--- src/rtl/bht_btb_predictor.sv ---
// Per-PC branch predictor: direct-mapped table of saturating counters plus a tagged BTB.
// Optional gshare indexing (global history XOR PC index) is enabled by defining GSHARE_EN.
module bht_btb_predictor #(
    parameter int ENTRIES  = 16,
    parameter int CNT_BITS = 2,
    parameter int TAG_BITS = 8,
    parameter int GHR_BITS = 4
) (
    input  logic        clk,
    input  logic        rst_n,
    input  logic [31:0] lookup_pc,
    output logic        take_branch,
    output logic [31:0] predicted_destination,
    output logic        btb_hit,
    input  logic        feedback_valid,
    input  logic [31:0] fb_pc,
    input  logic        fb_taken,
    input  logic [31:0] fb_target
);

    localparam int IDX = $clog2(ENTRIES);
    localparam logic [CNT_BITS-1:0] CNT_MAX  = '1;
    localparam logic [CNT_BITS-1:0] CNT_INIT = CNT_MAX >> 1;  // weakly not-taken

    typedef logic [IDX-1:0]      idx_t;
    typedef logic [TAG_BITS-1:0] tag_t;

    logic [CNT_BITS-1:0] r_cnt    [ENTRIES];
    logic [ENTRIES-1:0]  r_valid;
    tag_t                r_tag    [ENTRIES];
    logic [31:0]         r_target [ENTRIES];

    idx_t w_ghr_ext;
    idx_t w_lk_idx;
    idx_t w_fb_idx;
    tag_t w_lk_tag;
    tag_t w_fb_tag;
    logic w_unused_pc_bits;

`ifdef GSHARE_EN
    logic [GHR_BITS-1:0] r_ghr;

    assign w_ghr_ext = idx_t'(r_ghr);

    // History shifts after the update, so the same edge indexes with the old GHR.
    always_ff @(posedge clk) begin
        if (!rst_n) begin
            r_ghr <= '0;
        end else if (feedback_valid) begin
            r_ghr <= (r_ghr << 1) | GHR_BITS'(fb_taken);
        end
    end
`else
    logic [GHR_BITS-1:0] w_unused_ghr;

    assign w_unused_ghr = '0;
    assign w_ghr_ext    = '0;
`endif

    assign w_lk_idx = lookup_pc[IDX+1:2] ^ w_ghr_ext;
    assign w_fb_idx = fb_pc[IDX+1:2] ^ w_ghr_ext;
    assign w_lk_tag = lookup_pc[IDX+TAG_BITS+1:IDX+2];
    assign w_fb_tag = fb_pc[IDX+TAG_BITS+1:IDX+2];

    assign w_unused_pc_bits = ^{lookup_pc, fb_pc};

    // Lookup reads the registered tables only; a same-cycle update is not bypassed.
    assign btb_hit               = r_valid[w_lk_idx] && (r_tag[w_lk_idx] == w_lk_tag);
    assign take_branch           = btb_hit && r_cnt[w_lk_idx][CNT_BITS-1];
    assign predicted_destination = btb_hit ? r_target[w_lk_idx] : 32'h0;

    always_ff @(posedge clk) begin
        if (!rst_n) begin
            // NOTE: every table entry is reset, since lookups must return clean values right after reset.
            for (int i = 0; i < ENTRIES; i++) begin
                r_cnt[i]    <= CNT_INIT;
                r_tag[i]    <= '0;
                r_target[i] <= '0;
            end
            r_valid <= '0;
        end else if (feedback_valid) begin
            if (fb_taken) begin
                if (r_cnt[w_fb_idx] != CNT_MAX) begin
                    r_cnt[w_fb_idx] <= r_cnt[w_fb_idx] + CNT_BITS'(1);
                end
                r_valid[w_fb_idx]  <= 1'b1;
                r_tag[w_fb_idx]    <= w_fb_tag;
                r_target[w_fb_idx] <= fb_target;
            end else if (r_cnt[w_fb_idx] != '0) begin
                r_cnt[w_fb_idx] <= r_cnt[w_fb_idx] - CNT_BITS'(1);
            end
        end
    end

endmodule

--- config.mk ---
export PLATFORM = sky130hd
export DESIGN_NAME = bht_btb_predictor
export DESIGN_NICKNAME = d
export VERILOG_FILES = /design/src/rtl/bht_btb_predictor.sv
export SDC_FILE = /design/constraint.sdc
export NUM_CORES = 1
export LEC_CHECK = 0
export CORE_ASPECT_RATIO = 0.9
export CORE_UTILIZATION = 45
export DETAILED_ROUTE_END_ITERATION = 8
export PLACE_DENSITY = 0.68
export SYNTH_ARGS = -nofsm -noshare
export SYNTH_HDL_FRONTEND = slang
export SYNTH_SLANG_ARGS = --single-unit
--- constraint.sdc ---
create_clock -name clk -period 7.55 [get_ports clk]
set_clock_uncertainty 0.15 [all_clocks]
set_input_delay 2.265 -clock clk [delete_from_list [all_inputs] [get_ports clk]]
set_output_delay 2.265 -clock clk [all_outputs]
set_load 0.05 [all_outputs]
==> impl_results.md <==
* Status: completed
* Required @ worst endpoint at ~5 ns
* Async SR Flop Fraction at 0%
* Post-Syn Instances at just under 2k
* Final Hold Vio Count at 0
* Final Setup Violations at 0
* Post-synth EDFFs at around 670
* Initial antenna violation count at 8
* Synth top cells by count: 672 x edfxtp_1, 642 x and2_1, 192 x mux4_2
* Largest net degree at the start of global routing at 59
* R2R Path End: r_cnt[3][1]
* Overall Power at roughly 8.5 mW
* Die X at 281.7 um
* Maximum Capacitance Violations at 0
* Detailed Routing Iterations Pass 1 at 5
* Hold Startpoint: r_valid[1]
* DRT iter0 DRCs at about 2.1k
* Delay of the slowest critical-path stage at 0.54 ns
* Clock Sinks at ~690
* # nets final at 2135
* Clock slew at reported path FFs at approximately 0.06 ns
* WP data arrival at 5.00 ns
* Register area share after synthesis at roughly 65%
* CTS tree: yes
* Cell Rows at 91
* Max Freq at 0.1348 GHz
* Largest area contributor in the netlist: edfxtp_1
* GRT Util Overall at a little under a quarter
* DP HPWL at between 40000 and 50000 um
* Crit start category: input pin
* Die Area at approximately 70000 um2
* Hold Crit Class: reg -> reg
* Top post-synthesis cells by area: edfxtp_1 64%, mux4_2 14%, and2_1 13%, mux2i_1 1.7%, clkbuf_1 1.5%
* Top-count cell post-synth: edfxtp_1
* Layout cells sized above 1 at around 22%
* Worst Reg-to-Reg Cells at 6
* Initial core utilization at a little under half
* Postcts setup bufs at 0
* Syn_nets at a little over 2k
* Period utilization at roughly 98%
* DIE HEIGHT at between 200 and 300 um
* Max Slew Vio Count at 0
* Unrepaired setup endpoints after global routing: no
* Clk_lat worst skew at about 0.62 ns
* Root Buffer: clkbuf_16
* Worst hold stages at 1
* Yosys cell types at 40
* R2r setup slk at just over 4 ns
* Worst setup EP type: primary output
* Top FF cell, synth: edfxtp_1
* Post-route ant nets at 0
* Total negative slack at 0 ns
* Final core utilization at a little over half
* Synth Register Bits at between 600 and 700
* # IOs at approximately 130
* Synth top area share at 63.71%
* Hold Slack at 0.3080 ns
* CTS buffer count at a little over 70
* Worst-path fanout max at between 40 and 50
* Via density at slightly below 6
* YS warnings at 0
* Buffers on Ports at between 90 and 100
* Leakage at 12.48 nW
* Fill cell count at around 5.5k
* Routability cong. at ~0.81
* Hold Crit Endpoint: r_valid[1]
* Crit Path Category: in -> out
* Mapped Area at ~32000 um2
* DRC viols at 0
* Synthesized area per cell at roughly 16 um2
* Final wirelength at about 80000 um
* PD cells at 231.9 nW/um2
* CP Cell Sequence: buf_6 -> mux2i_1 -> mux4_2 -> xor2_1 -> o211ai_1 -> o22a_2 -> buf_4 -> nor4b_2 -> buf_12
* Area Growth Syn to Fin at 15.36%
* Max Buffers Root-to-Sink at 3
* Via count at 17.50k
* Worst slew pin tran at around 1.1 ns
* First-pass GRT wire length at about 120000 um
* WL/cell at 27.18 um
* Crit path time final at approximately 7.4 ns
* Vias in the first global route at ~18k
* Remaining Overflow, GRT at 0
* Worst r2r src: r_cnt[1][1]
* Slowest-stage cell, CP: mux4_2
* H-tree levels at 3
* Core Area at 69110 um2
* Worst ir drop on vdd at 0.1590 mV
* Rel. slew slack at between 20% and 30%
## flip-flops by register name (all words and copies together) (netlist names)
register / count
r_cnt: 32
r_target: 512
r_tag: 128
r_valid: 16
## placed cells by master (no fill, tap or decap), types with 6 or more instances in the layout
| cell | netlist | routed |
|---|---|---|
| buf_4 | 10 | 57 |
| clkinv_2 | 0 | 12 |
| and3_1 | 7 | 7 |
| nor4b_2 | 29 | 30 |
| dfxtp_1 | 16 | 16 |
| nand2_1 | 24 | 24 |
| buf_12 | 0 | 46 |
| clkinv_1 | 0 | 13 |
| edfxtp_1 | 672 | 672 |
| and2_1 | 642 | 642 |
| nor2_4 | 0 | 16 |
| clkdlybuf4s50_1 | 0 | 54 |
| o21ai_4 | 0 | 17 |
| clkbuf_1 | 129 | 19 |
| mux2i_1 | 53 | 53 |
| o21ai_1 | 18 | 17 |
| clkbuf_16 | 0 | 71 |
| nand3_1 | 7 | 7 |
| mux4_2 | 192 | 192 |
| a22oi_1 | 12 | 12 |
| xor2_1 | 7 | 7 |
| nor2_1 | 37 | 21 |
| a21o_1 | 16 | 16 |
| nor3_1 | 6 | 6 |
## report_power, final
part	internal (mW)	switching, mW	total (mW)
logic	0.290	0.405	0.696
registers	4.38	0.0512	4.43
clock network	1.88	1.46	3.35
total	6.55	1.92	8.47
## worst max path at each step
stage	startpoint	endpoint	slack [ns]
after CTS	lookup_pc[3]	predicted_destination[15]	0.06
after global placement	lookup_pc[5]	predicted_destination[0]	-0.13
after global routing	lookup_pc[4]	predicted_destination[31]	0.03
after detailed placement	lookup_pc[5]	predicted_destination[1]	-0.18
final	lookup_pc[4]	predicted_destination[22]	0.13
after floorplan	lookup_pc[4]	predicted_destination[0]	-0.12
## stage by stage
step / setup WS (ns) / cells / area [um2]
2_1_floorplan: -0.1228 / 1977 / 31680
4_1_cts: 0.06133 / 3018 / 36520
3_5_place_dp: -0.1839 / 2892 / 34340
6_report: 0.1314 / 3023 / 36540
3_3_place_gp: -0.1335 / 2892 / 34340
5_1_grt: 0.03220 / 3019 / 36530
## metal layers
metal / wire (um) / GRT usage (%)
met5: 40 / 0
met4: 2575 / 8.463
met3: 6341 / 3.834
met2: 40800 / 39.28
met1: 32420 / 31.56
## repair_timing
action | 4_1_cts | 5_1_grt
hold buffers | 0 | 0
pin swaps | 0 | 0
setup endpoints to repair | 23 | 3
resized for setup | 3 | 2
## final cells by class
cell class	instances	area [um2]	share of cell area (%)
inverters	3	12.51	0.03424
flip-flops and latches	688	20500	56.10
clock buffers	90	1848	5.057
repair buffers	162	1941	5.311
well taps	930	1164	3.184
multi-input cells	1109	10750	29.41
diodes	5	12.51	0.03424
clock inverters	36	319.1	0.8731
## critical path: cells and delay by family
kind / cells / cell delay [ns]
muxes: 2 / 0.77
buffers and inverters: 3 / 0.90
AOI/OAI and AO/OA: 2 / 0.43
and+or+nand+nor: 1 / 0.39
xor gates and xnor gates: 1 / 0.20
## logic make-up (layout without fill, tap and decap cells)
logic type / after synthesis / after routing / synth area share, %
AO/OA/AOI/OAI: 83 / 83 / 1.691
XOR/XNOR: 9 / 9 / 0.2489
buffers and inverters: 180 / 291 / 2.413
flip-flops: 688 / 688 / 64.72
multiplexers: 245 / 245 / 15.33
other: 0 / 5 / 0
AND/OR/NAND/NOR: 772 / 772 / 15.60
Note: power is estimated with default switching activity, not from simulation.
